==> src/rtl/mips_mem_pkg.sv <==
// mips_mem_pkg: shared size codes and LSU state encoding for the data memory bus.
package mips_mem_pkg;
  localparam logic [1:0] SZ_BYTE = 2'b00;
  localparam logic [1:0] SZ_HALF = 2'b01;
  localparam logic [1:0] SZ_WORD = 2'b10;
  typedef enum logic [1:0] {ST_IDLE, ST_ISSUE, ST_WAIT} state_t;
endpackage

==> src/rtl/mips_lsu_align.sv <==
// mips_lsu_align: alignment check, byte enables, store lane replication and load extraction.
module mips_lsu_align
  import mips_mem_pkg::*;
(
  input  logic [1:0]  Size,
  input  logic [1:0]  Addr,
  input  logic [31:0] WData,
  input  logic [1:0]  LdSize,
  input  logic [1:0]  LdAddr,
  input  logic        LdSignExt,
  input  logic [31:0] BusDataIn,
  output logic        Misaligned,
  output logic [3:0]  Be,
  output logic [31:0] StoreData,
  output logic [31:0] LoadData
);
  logic [7:0]  ldByte;
  logic [15:0] ldHalf;
  always_comb begin
    Misaligned = (Size == 2'b11) || (Size == SZ_HALF && Addr[0]) || (Size == SZ_WORD && Addr != 2'b00);
    Be = Size == SZ_BYTE ? 4'b0001 << Addr : Size == SZ_HALF ? (Addr[1] ? 4'b1100 : 4'b0011) : 4'b1111;
    StoreData = Size == SZ_BYTE ? {4{WData[7:0]}} : Size == SZ_HALF ? {2{WData[15:0]}} : WData;
    ldByte = 8'(BusDataIn >> {LdAddr, 3'b000});
    ldHalf = 16'(BusDataIn >> {LdAddr[1], 4'b0000});
    LoadData = LdSize == SZ_BYTE ? {{24{LdSignExt & ldByte[7]}}, ldByte}
             : LdSize == SZ_HALF ? {{16{LdSignExt & ldHalf[15]}}, ldHalf} : BusDataIn;
  end
endmodule

==> src/rtl/mips_lsu.sv <==
// mips_lsu: single-outstanding load/store bus master with timeout for the word-addressed data RAM.
module mips_lsu
  import mips_mem_pkg::*;
#(
  parameter int TIMEOUT = 16,
  parameter int CW      = 5
) (
  input  logic        Clk,
  input  logic        Reset,
  input  logic        Req,
  input  logic        Wr,
  input  logic [1:0]  Size,
  input  logic        SignExt,
  input  logic [31:0] VAddr,
  input  logic [31:0] WData,
  output logic        Busy,
  output logic        Done,
  output logic        AddrErr,
  output logic        BusErr,
  output logic [31:0] RData,
  output logic        BusCS,
  output logic        BusRW,
  output logic [3:0]  BusBE,
  output logic [29:0] BusAddr,
  output logic [31:0] BusDataOut,
  input  logic [31:0] BusDataIn,
  input  logic        BusDataReady
);
  state_t state, stateNext;
  logic [1:0] capSize, capA;
  logic capSext;
  logic [CW-1:0] cnt;
  logic misaligned;
  logic [3:0] be;
  logic [31:0] stData, ldData;
  logic accept, addrFault, complete, timeout;

  mips_lsu_align uAlign (
    .Size(Size), .Addr(VAddr[1:0]), .WData(WData),
    .LdSize(capSize), .LdAddr(capA), .LdSignExt(capSext), .BusDataIn(BusDataIn),
    .Misaligned(misaligned), .Be(be), .StoreData(stData), .LoadData(ldData)
  );

  assign Busy = state != ST_IDLE;

  always_comb begin
    accept = state == ST_IDLE && Req && !misaligned;
    addrFault = state == ST_IDLE && Req && misaligned;
    complete = state == ST_WAIT && BusDataReady;
    timeout = state == ST_WAIT && !BusDataReady && TIMEOUT != 0 && cnt + CW'(1) == CW'(TIMEOUT);
    stateNext = accept ? ST_ISSUE : state == ST_ISSUE ? ST_WAIT : (complete || timeout) ? ST_IDLE : state;
  end

  always_ff @(posedge Clk or posedge Reset) begin
    if (Reset) begin
      state <= ST_IDLE;
      Done <= 1'b0;
      AddrErr <= 1'b0;
      BusErr <= 1'b0;
      BusCS <= 1'b0;
      BusRW <= 1'b0;
      BusBE <= '0;
      BusAddr <= '0;
      BusDataOut <= '0;
      RData <= '0;
      cnt <= '0;
      capSize <= '0;
      capA <= '0;
      capSext <= 1'b0;
    end else begin
      state <= stateNext;
      Done <= addrFault | complete | timeout;
      AddrErr <= addrFault;
      BusErr <= timeout;
      BusCS <= accept;
      cnt <= (state == ST_WAIT && !BusDataReady) ? cnt + CW'(1) : '0;
      if (accept) begin
        capSize <= Size;
        capA <= VAddr[1:0];
        capSext <= SignExt;
        BusRW <= Wr;
        BusBE <= be;
        BusAddr <= VAddr[31:2];
        BusDataOut <= stData;
      end
      // RData only moves on a successful load; stores and timeouts leave it alone
      if (complete && !BusRW) RData <= ldData;
    end
  end
endmodule
==> config.mk <==
export PLATFORM = sky130hd
export DESIGN_NAME = mips_lsu
export DESIGN_NICKNAME = d
export VERILOG_FILES = /design/src/rtl/mips_mem_pkg.sv /design/src/rtl/mips_lsu_align.sv /design/src/rtl/mips_lsu.sv
export SDC_FILE = /design/constraint.sdc
export NUM_CORES = 1
export LEC_CHECK = 0
export CORE_UTILIZATION = 49
export DETAILED_ROUTE_END_ITERATION = 10
export HOLD_SLACK_MARGIN = 0.02
export PLACE_DENSITY = 0.91
export SLEW_MARGIN = 15
export SYNTH_ARGS = -nofsm -noshare
export SYNTH_HDL_FRONTEND = slang
export SYNTH_SLANG_ARGS = --single-unit
==> constraint.sdc <==
create_clock -name Clk -period 9.1 [get_ports Clk]
set_input_delay 0.91 -clock Clk [delete_from_list [all_inputs] [get_ports Clk]]
set_output_delay 0.91 -clock Clk [all_outputs]
set_load 0.005 [all_outputs]
---- Yosys cells after proc, flatten, opt, wreduce, memory -nomap -nowiden ----
Index checks and enable logic that the tools add are counted.
word-level totals
  bits in registers ....................... 115
  output and inout bits ................... 104
cells by class
  add/sub/neg operators ................... 1
  equality and inequality tests ........... 7
  shifts and indexed selects .............. 3
  mux-type cells .......................... 11
  bitwise gates (word level) .............. 4
  reduce and logical (&&, ||, !) cells .... 21
operators with widths
  operator                                                           number
  32-bit two-way mux                                                 4
  32-bit by 5-bit right shift with 16-bit output                     1
  32-bit by 5-bit right shift with 8-bit output                      1
  4-bit two-way mux                                                  3
  1-bit logical AND                                                  9
  2-bit by 1-bit == test with 1-bit output, second input constant    3
  2-bit == test, second input constant                               3
  2-bit zero test                                                    3
  2-bit two-way mux                                                  3
  5-bit by 1-bit adder with 5-bit output, second input constant      1
  5-bit == test, second input constant                               1
  5-bit two-way mux                                                  1
  2-bit nonzero test                                                 2
  1-bit by 2-bit left shift with 4-bit output, first input constant  1
  1-bit zero test                                                    3
  1-bit logical OR                                                   3
  3-bit nonzero test                                                 1
  1-bit AND                                                          2
  1-bit bitwise OR                                                   2

---- Logic depth before layout (Yosys ltp) ----
  depth in word-level cells ............... 7
  depth in mapped cells ................... 7

---- By module ----
From an unflattened synthesis, not the netlist that was laid out.
unflattened totals
  cell total of the unflattened synthesis .. 427
  area total of the unflattened synthesis .. 5954.5 um^2
modules (own cells, without submodules)
  module          instances  cells an instance  area each (um^2)  sequential area each (um^2)
  mips_lsu        1          265                4690.7            2877.8
  mips_lsu_align  1          162                1263.7            0.0

---- Worst setup path before layout ----
OpenSTA, ideal clock, no wires.
  path type ............................... in2reg
  start ................................... in Size[0]
  end ..................................... reg BusDataOut[10]
  library setup time ...................... 125 ps
  arrival ................................. 2041 ps
  required time ........................... 8975 ps
  path slack .............................. 6934 ps
  stages .................................. 4
  cell sequence ........................... buf_6 -> nor2_1 -> mux2_2 -> mux2_4
between the ends
  longest elaborated chain between the ends .. 6
  elaborated cells on any way between the ends .. 11
ends and longest elaborated chain
  what                                      line                  text
  from (decl)                               mips_lsu.sv:12        input logic [1:0] Size,
  2-bit by 1-bit == test with 1-bit output  mips_lsu_align.sv:20  Misaligned = (Size == 2'b11) || (Size == SZ_HALF && Addr[0]) || (Size == SZ_WORD && Addr != 2'b00);
  1-bit logical AND                         mips_lsu_align.sv:20
  1-bit logical OR (2 in series)            mips_lsu_align.sv:20
  1-bit zero test                           mips_lsu.sv:47        accept = state == ST_IDLE && Req && !misaligned;
  1-bit logical AND                         mips_lsu.sv:47
  to (signal assigned)                      mips_lsu.sv:84        BusDataOut <= stData;
  to (decl)                                 mips_lsu.sv:25        output logic [31:0] BusDataOut,
Parallel ways exist; a longest one is shown, timed or not.
A chain may end at the register's enable or synchronous reset.

---- Final worst setup path ----
  start ................................... in Size[0]
  end ..................................... reg BusAddr[29]
between the ends
  longest elaborated chain between the ends .. 6
  elaborated cells on any way between the ends .. 9
ends and longest elaborated chain
  what                                      line                  text
  2-bit by 1-bit == test with 1-bit output  mips_lsu_align.sv:20
  1-bit logical AND                         mips_lsu_align.sv:20
  1-bit logical OR                          mips_lsu_align.sv:20
  1-bit logical OR (*)                      mips_lsu_align.sv:20
  1-bit zero test (*)                       mips_lsu.sv:47
  1-bit logical AND (*)                     mips_lsu.sv:47
  to (signal assigned)                      mips_lsu.sv:83        BusAddr <= VAddr[31:2];
  to (decl)                                 mips_lsu.sv:24        output logic [29:0] BusAddr,
Every way passes the cells marked *; elsewhere a longest branch is shown, timed or not.

==> impl_metrics.ini <==
[synthesis]
synth_edf_count = 0
synth-seq-area-share = 0.506
ys_ff_latch = 115
yosysWarnings = 0
syn_area_per_cell_sq_um = 12.9
netlist_top_cells_area = dfrtp_1 51%, mux2_4 15%, mux2_2 6.1%, mux4_2 2.8%, nand2_1 2.4%
syn-num-nets = 547
ys_types = 44
synth_top_area_share = 0.506
synth_top_area_cell = dfrtp_1
syn_area_sq_mm = 0.00569
synth_flop_cell = dfrtp_1
synthCells = 441
async_flop_share = 1.00

[die]
io_pins = 208
fp.dieW_um = 110
initial_utilization = 0.513
die_h_um = 110
row_count = 38
core_area_sq_mm = 0.0111
die_area_sq_mm = 0.0120

[detailed_routing]
viasPerCell = 5.63
ant_nets = 0
drc = 0
drt_first_pass_iters = 5
wl_per_cell_um = 19.3
first_iter_violations = 463
wl_um = 15400
num_vias = 4478

[worst_setup_path]
reg2reg_slack_ns = 6.57
worstPathArrival_ns = 3.78
r2r_cells = 4
r2r_start = state[0]$_DFFE_PP0P_
crit_family = buffers and inverters
critPathBufInv = 2
end_kind = register
crit_start = Size[0]
path_cells = clkdlybuf4s50_1, o21a_1, o22ai_2, nand3_4, buf_4, mux2_2
path_class = input pin to register
cp_data_required_time_ns = 9.38
slowest_delay_ns = 0.97
slowest_stage = clkdlybuf4s50_1
cp_max_fo = 65
reg2reg_to = RData[10]$_DFFE_PP0P_
critPathLaunchType = input pin

[power]
vdd_ir_drop_max_uv = 170
p_comb_frac = 0.425
net-switching-power_mw = 0.836
finalPower_mw = 2.80
p_leak_nw = 3.81
p_seq_frac = 0.340
p_clk_frac = 0.235
power_density_mw_per_mm2 = 334
p_int_mw = 1.97
swShare = 0.298

[cts]
insertion_delay_ns = 0.40
clkTransAtPathRegs_ns = 0.05
cts_tree = built
numCtsBuffers = 17
postCtsSetupRepairBufs = 0
root_buffer = clkbuf_16
cts_resized = 0
hold_buffers = 0
clockBufferDepth = 2
htreeDepth = 4
clkSinkCount = 115

[placement]
placed_cells = 764
io_buffers = 207
pre_cts_ws_ns = 5.20
hpwl_um = 10400
gp_congestion = 0.901

[global_route]
grt_pass1_wl_um = 23800
antenna_found_initial = 0
grt_pass1_vias = 4722
grt.overflow.total = 0
grt_max_degree = 80
grt_use_total = 0.267

[sta]
fin_crit_ns = 3.50
worst_slew_pin_slew_ns = 1.15
timing.fmax_mhz = 286
layout_setup_ws_ns = 5.60
drv_slew = 0
setup_viol = 0
setup_tns_ns = 0
hold_viol = 0
slew-limit-headroom = 0.231
clock_skew_ns = 0.00839
timing.final.crit_share = 0.384
rsz0062_at_grt = false

[worst_hold_path]
hold_path_end = RData[18]$_DFFE_PP0P_
worstHoldPathCells = 2
hp-class = register to register
min_from = RData[18]$_DFFE_PP0P_

[cells_and_area]
num-fill-cells = 699
final_nets = 749
seq_area_sq_mm = 0.00288
multi_input_area_sq_mm = 0.00260
area_growth_pct = 47.3
final_cells = 796
diodes = 0
drive_above_1_share = 0.226

[flow_run]
drv_cap = 0

[run_status]
status = finished, final reports clean
sequential cells by signal, summed over array words and instances, names as in the netlist:
register    count
BusCS           1
cnt             5
capA            2
AddrErr         1
state           2
BusAddr        30
BusRW           1
BusDataOut     32
Done            1
capSize         2
BusErr          1
capSext         1
RData          32
BusBE           4
metrics by stage:
stage | utilization | hold slack, ns | area [sq um]
2_1_floorplan | - | 0.482 | 5690
3_3_place_gp | 0.703 | 0.475 | 7790
3_5_place_dp | 0.703 | 0.485 | 7790
4_1_cts | 0.756 | 0.495 | 8380
5_1_grt | 0.756 | 0.517 | 8380
6_report | 0.756 | 0.494 | 8380
worst reg2reg max path, stage by stage, from the launching register on:
cell      delay [ns]
dfrtp_1         0.42
and2b_1         0.30
nand3b_1        0.76
a21oi_2         0.74
a21oi_1         0.16
worst max path at each step:
stage                     depth (start not counted)  slack [ns]                 endpoint
after floorplan                                   1        5.15        AddrErr$_DFF_PP0_
after global placement                            6        5.23  BusAddr[29]$_DFFE_PP0P_
after detailed placement                          6        5.20  BusAddr[29]$_DFFE_PP0P_
after CTS                                         6        5.61  BusAddr[29]$_DFFE_PP0P_
after global routing                              6        5.48  BusAddr[29]$_DFFE_PP0P_
final                                             6        5.60  BusAddr[29]$_DFFE_PP0P_
cells in the mapped netlist (all sizes together), types with 2 or more instances:
library cell / number
mux2: 88
o22ai: 2
mux2i: 11
nor3: 2
nand2b: 2
a21oi: 21
a22o: 14
inv: 6
nand2: 37
clkbuf: 8
nand3: 35
mux4: 7
a22oi: 7
nor2: 26
a221oi: 8
nor3b: 2
dfrtp: 115
ha: 2
buf: 21
o21ai: 9
power by group through the flow:
stage	logic (mW)	registers [mW]	clock network [mW]
2_1_floorplan	0.593	0.911	0
3_3_place_gp	1.16	0.938	0
3_5_place_dp	1.19	0.942	0
4_1_cts	1.20	0.950	0.669
5_1_grt	1.28	0.980	0.697
6_report	1.19	0.951	0.659
metal layers:
metal,GRT usage,part of all wire,vias to the layer above
met2,0.435,0.49,258
met4,0.0971,0.024,0
met5,0,0,-
met3,0.114,0.10,36
li1,-,-,2004
met1,0.315,0.39,2180
layout make-up:
class                      count  area share
sequential                   115       0.343
timing repair buffer         212       0.252
inverter                       6     0.00299
clock buffer                  22      0.0578
multi-input combinational    291       0.311
tap                          140      0.0209
clock inverter                10      0.0125
logic make-up after synthesis:
logic type / Yosys count / synth area share
simple gates: 113 / 0.102
buf+inv: 35 / 0.0385
fa+ha+maj: 2 / 0.00440
xor+xnor: 2 / 0.00308
compound gates: 68 / 0.0871
flops: 115 / 0.506
mux: 106 / 0.259
layout by cell type (no fill, tap or decap), types with 4 or more instances in the layout:
cell,n
nor2_1,26
nand3_2,10
mux2_2,31
a22o_1,14
a21oi_1,20
mux4_2,7
mux2_4,57
a221oi_1,8
nand2_1,37
a22oi_1,7
inv_1,5
clkinv_2,6
clkbuf_16,17
dfrtp_1,115
nand3_1,24
buf_4,5
clkbuf_8,4
o21ai_0,9
mux2i_1,11
clkdlybuf4s50_1,207
No activity file was read; power rests on OpenSTA's default activity.
==> RTL edit 1 (same settings) <==
Make the reset (`Reset`) synchronous in one clocked block.
--- a/src/rtl/mips_lsu.sv
+++ b/src/rtl/mips_lsu.sv
@@ -51,7 +51,7 @@
     stateNext = accept ? ST_ISSUE : state == ST_ISSUE ? ST_WAIT : (complete || timeout) ? ST_IDLE : state;
   end
 
-  always_ff @(posedge Clk or posedge Reset) begin
+  always_ff @(posedge Clk) begin
     if (Reset) begin
       state <= ST_IDLE;
       Done <= 1'b0;
Behaviour: differs if Reset is asserted again (counterexample within 4 cycles, from zero or initial values and one cycle with Reset high); with Reset held inactive, the same outputs for 10 cycles.
==> RTL edit 1 against the original RTL <==
Sequential share of layout area is 4.7 points lower. Wire length up 8.0%. Final area is 7.3% lower. Setup slack got worse by 0.21 ns. Synthesized cell count is 40% higher. Sequential cell count stayed put. Synthesized area down 10%. Critical endpoint is now BusDataOut[15].
Power is not compared: it rests on default switching activity, and its combinational part moved more than twofold at a synthesized area within 25%.
==> RTL edit 1: results (changes against the original RTL) <==
| Quantity | This run | Change |
|:---|:---|:---|
| Synth cell count leaders | 143 x nand2_1, 115 x dfxtp_1, 62 x a21oi_1, 62 x nor2_1, 32 x a211oi_1 |  |
| Number of distinct library cells after synthesis | 45 | +2.3% |
| Largest vdd supply drop | 0.187 mV |  |
| Hold/Removal Path Class | reg2reg |  |
| Status | finished, final reports clean |  |
| Net count of the mapped netlist | 722 | +32% |
| Starting DRT DRC Count | 375 | -19% |
| Share of async-settable or async-resettable flops after synthesis | 0% | -100 points |
| Part of the Yosys area used for sequential elements | 45.1% | -5.5 points |
| Top area cells in the synthesized netlist | dfxtp_1 45%, nand2_1 11%, a21oi_1 6.1% |  |
| Pin slew with the least headroom to its limit | 1.20 ns | +0.0487 ns |
| Resize count post-CTS | 0 | unchanged |
| Layout cell share with drive strength beyond 1 | 6.56% | -16 points |
| Initial antenna violation count | 0 | unchanged |
| Post-CTS clock slew at the launch and capture registers of the worst setup and hold paths | 0.06 ns |  |
| Antenna fix cells | 0 | unchanged |
| Critical-path top delay cell | clkdlybuf4s50_1 |  |
| Gate family responsible for the most delay along the worst path | buffers and inverters |  |
| Global-route wire length before repair | 26300 microns | +10% |
| Maximum number of pins on one net before global-route repair | 107 | +34% |
| Clock Latency Late Sink | 0.51 ns | +0.11 ns |
| Number of setup buffers added after CTS | 0 | unchanged |
| Wire length after detailed routing | 16600 microns | +8.0% |
| First-pass DRT Iterations | 7 | +2 |
| Worst path arrival time | 4.11 ns | +0.33 ns |
| Total Routing Usage GR | 30.6% | +3.8 points |
| Post-DP HPWL | 11400 microns | +9.1% |
| Worst clock skew | 0.0107 ns | +0.00236 ns |
| Root buf cell | clkbuf_8 |  |
| Number of nets in the finished design | 901 | +20% |
| Number of I/O port buffers | 207 | unchanged |
| # H-tree levels | 4 | unchanged |
| Via total after detailed routing | 5403 | +21% |
| Number of global-route vias before repair | 5305 | +12% |
| Top flop regs | BusDataOut x32, RData x32, BusAddr x30 |  |
| Placement Cell Area | 0.00714 sq mm | -8.4% |
| Maximum number of buffers from clock root to sink | 2 | unchanged |
| Highest net fanout along the worst path | 59 | -9.2% |
| Critical path startpoint category | input pin |  |
| Global placer's final weighted congestion | 0.946 | +5.0% |
| Critical Path Max Stage Delay | 0.90 ns | -0.07 ns |
[RTL edit 1: cell types whose count changed after synthesis, sizes merged, moves of 6 or more]
cell | unedited run | this run
mux2 | 88 | 0
mux2i | 11 | 19
a311oi | 0 | 9
a21oi | 21 | 64
dfrtp | 115 | 0
a211oi | 0 | 32
nand2 | 37 | 143
o21ai | 9 | 20
o22ai | 2 | 8
nor2 | 26 | 62
dfxtp | 0 | 115
clkbuf | 8 | 31
nand3 | 35 | 3
[RTL edit 1: final cells by class]
class | instances | area (sq um)
Clock buffer | 19 | 442
Clock inverter | 13 | 195
Fill cell | 640 | 2140
Inverter | 9 | 33.8
Multi-Input combinational cell | 441 | 2530
Sequential cell | 115 | 2300
Tap cell | 133 | 166
Timing Repair Buffer | 211 | 2100
[RTL edit 1: final timing paths]
check | startpoint | depth (start not counted) | slack (ns) | endpoint
setup / recovery | Size[0] | 6 | 5.39 | BusDataOut[15]
hold reg to reg | BusAddr[23] | 2 | 0.45 | BusAddr[23]
hold / removal | BusAddr[23] | 2 | 0.45 | BusAddr[23]
setup reg to reg | state[0] | 5 | 6.44 | BusDataOut[15]
[RTL edit 1: kinds of logic (layout without fill, tap and decap cells)]
| group | Yosys count | after routing | synth area share, % |
|---|---|---|---|
| flops | 115 | 115 | 45.1 |
| compound gates | 169 | 169 | 21.5 |
| xor+xnor | 5 | 5 | 0.859 |
| simple gates | 239 | 239 | 19.6 |
| mux | 26 | 26 | 6.82 |
| buf+inv | 60 | 252 | 5.54 |
| fa+ha+maj | 2 | 2 | 0.491 |
[RTL edit 1: through the flow]
step | hold WS [ns] | power (W) | setup slack [ns] | instances
floorplan | 0.445 | 0.000646 | 6.94 | 616
global placement | 0.442 | 0.000753 | 5.14 | 909
detailed placement | 0.447 | 0.000761 | 5.00 | 909
CTS | 0.455 | 0.00147 | 5.43 | 941
global route | 0.474 | 0.00151 | 5.25 | 941
finish | 0.454 | 0.00147 | 5.39 | 941
[RTL edit 1: power by group]
part / internal, W / switching, W / total (W)
clock network: 0.000464 / 0.000249 / 0.000713
logic: 0.000115 / 0.0000934 / 0.000208
registers: 0.000528 / 0.0000197 / 0.000547
total: 0.00111 / 0.000362 / 0.00147
[RTL edit 1: routing by layer]
metal	global-route usage (%)	wire [microns]	part of all wire (%)
met5	0	0	0
met4	16.0	666	4.0
met3	10.3	1670	10
met2	51.4	8100	49
met1	34.2	6170	37
[RTL edit 1: worst reg2reg max path, stage by stage (launching register included)]
cell	delay, ns
dfxtp_1	0.37
or3b_1	0.54
a21oi_4	0.57
buf_4	0.59
nor2_1	0.18
a311oi_1	0.31
==> RTL edit 2 (same settings) <==
Without the edit above. `CW`: 5 -> 4.
--- a/src/rtl/mips_lsu.sv
+++ b/src/rtl/mips_lsu.sv
@@ -3,7 +3,7 @@
   import mips_mem_pkg::*;
 #(
   parameter int TIMEOUT = 16,
-  parameter int CW      = 5
+  parameter int CW      = 4
 ) (
   input  logic        Clk,
   input  logic        Reset,
Formal check against the unedited RTL: same outputs for any inputs over 10 cycles, from zero or initial values and one cycle with Reset high; that may be too few to reach the edited logic, so the function may still have changed.
==> RTL edit 2 against the original RTL <==
Wire length is 0.48% lower. Hold slack better by 0.011 ns. Non-clock buffer count decreased by 1. Synthesized area fell by 5.7%. First-iteration DRC count is 52% lower. Final area shrank 3.7%. Combinational power decreased by 5%. Clock power shrank 4.9%. Sequential cell count down 1. Setup slack better by 0.060 ns. Total power fell by 3.5%.
==> RTL edit 2: results (changes against the original RTL) <==
| Quantity | This run | Change |
|:---|:---|:---|
| Via total after detailed routing | 4441 | -0.83% |
| Clock Latency Late Sink | 0.51 ns | +0.11 ns |
| Root buf cell | clkbuf_8 |  |
| Standby leakage power | 3.39 nW | -11% |
| Post-DP HPWL | 10400 microns | -0.40% |
| Maximum number of pins on one net before global-route repair | 83 | +3.8% |
| Starting DRT DRC Count | 220 | -52% |
| Filler cell count in the final layout | 670 | -4.1% |
| Synth cell count leaders | 114 x dfrtp_1, 89 x mux2_2, 46 x nor2_1, 38 x nand2_1, 26 x a21oi_1 |  |
| Highest net fanout along the worst path | 74 | +14% |
| Pin slew with the least headroom to its limit | 1.06 ns | -0.0928 ns |
| Top area cells in the synthesized netlist | dfrtp_1 53%, mux2_2 19%, nor2_1 3.2% |  |
| Critical-path top delay cell | nand3_4 |  |
| Status | finished, final reports clean |  |
| Part of the Yosys area used for sequential elements | 53.2% | +2.6 points |
| Wire length after detailed routing | 15300 microns | -0.48% |
| First-pass DRT Iterations | 4 | -1 |
| Critical Path Max Stage Delay | 0.84 ns | -0.13 ns |
| Number of distinct library cells after synthesis | 43 | -2.3% |
| Number of global-route vias before repair | 4670 | -1.1% |
| Gate family responsible for the most delay along the worst path | simple AND/OR/NAND/NOR gates |  |
| Total Routing Usage GR | 27.8% | +1.1 points |
| Net count of the mapped netlist | 564 | +3.1% |
| Worst clock skew | 0.00938 ns | +0.000992 ns |
| Global placer's final weighted congestion | 0.847 | -6.0% |
| DP Worst Slack | 5.10 ns | -0.0998 ns |
[RTL edit 2: worst register-to-register path, cell delays in order (launching register included)]
cell	delay (ns)
dfrtp_1	0.98
clkinv_1	0.56
a311oi_4	0.88
a21oi_1	0.18
[RTL edit 2: per-stage QoR]
step                hold slack, ns  std cells  utilization [%]  area, sq um
floorplan                    0.484        458                -         5370
CTS                          0.508        804             77.1         8070
global route                 0.518        804             77.1         8070
detailed placement           0.494        773             71.7         7510
global placement             0.487        773             71.7         7510
finish                       0.505        804             77.1         8070
[RTL edit 2: report_power, final]
group / internal, W / leakage, nW / switching (W)
Clock: 0.000394 / 0.271 / 0.000233
Sequential: 0.000752 / 1.35 / 0.000196
Combinational: 0.000718 / 1.77 / 0.000410
Total: 0.00186 / 3.39 / 0.000840
[RTL edit 2: final timing paths]
check,start,to,slack [ns],depth (start not counted)
worst max-delay path,Size[0],BusDataOut[3],5.66,5
worst min-delay path,BusDataOut[18],BusDataOut[18],0.50,1
worst max register to register,capSize[1],RData[20],6.34,3
worst min register to register,BusDataOut[18],BusDataOut[18],0.50,1
max in group asynchronous,Reset,cnt[0],6.96,3
min in group asynchronous,Reset,BusAddr[11],0.74,2
[RTL edit 2: logic make-up after synthesis]
family	count (synthesis)	share of synthesized area, %
AOI/OAI and AO/OA	80	10.5
xor gates and xnor gates	2	0.327
adders and majority gates	2	0.466
buffers and inverters	38	3.19
DFF	114	53.2
muxes	107	22.5
and+or+nand+nor	115	9.84
[RTL edit 2: area by class of cell]
cell class | count | area, sq um | area share (%)
Inverter | 6 | 25.0 | 0.310
Tap cell | 136 | 170 | 2.11
Clock buffer | 22 | 483 | 5.99
Sequential cell | 114 | 2850 | 35.4
Multi-Input combinational cell | 306 | 2360 | 29.2
Timing Repair Buffer | 211 | 2100 | 26.1
Clock inverter | 9 | 80.1 | 0.992
[RTL edit 2: per-layer routing]
metal / global-route usage, % / part of all wire (%) / wire, microns
met4: 11.7 / 3.0 / 465
met3: 10.2 / 7.7 / 1180
met5: 0 / 0 / 0
met1: 30.7 / 37 / 5730
met2: 48.0 / 52 / 7920
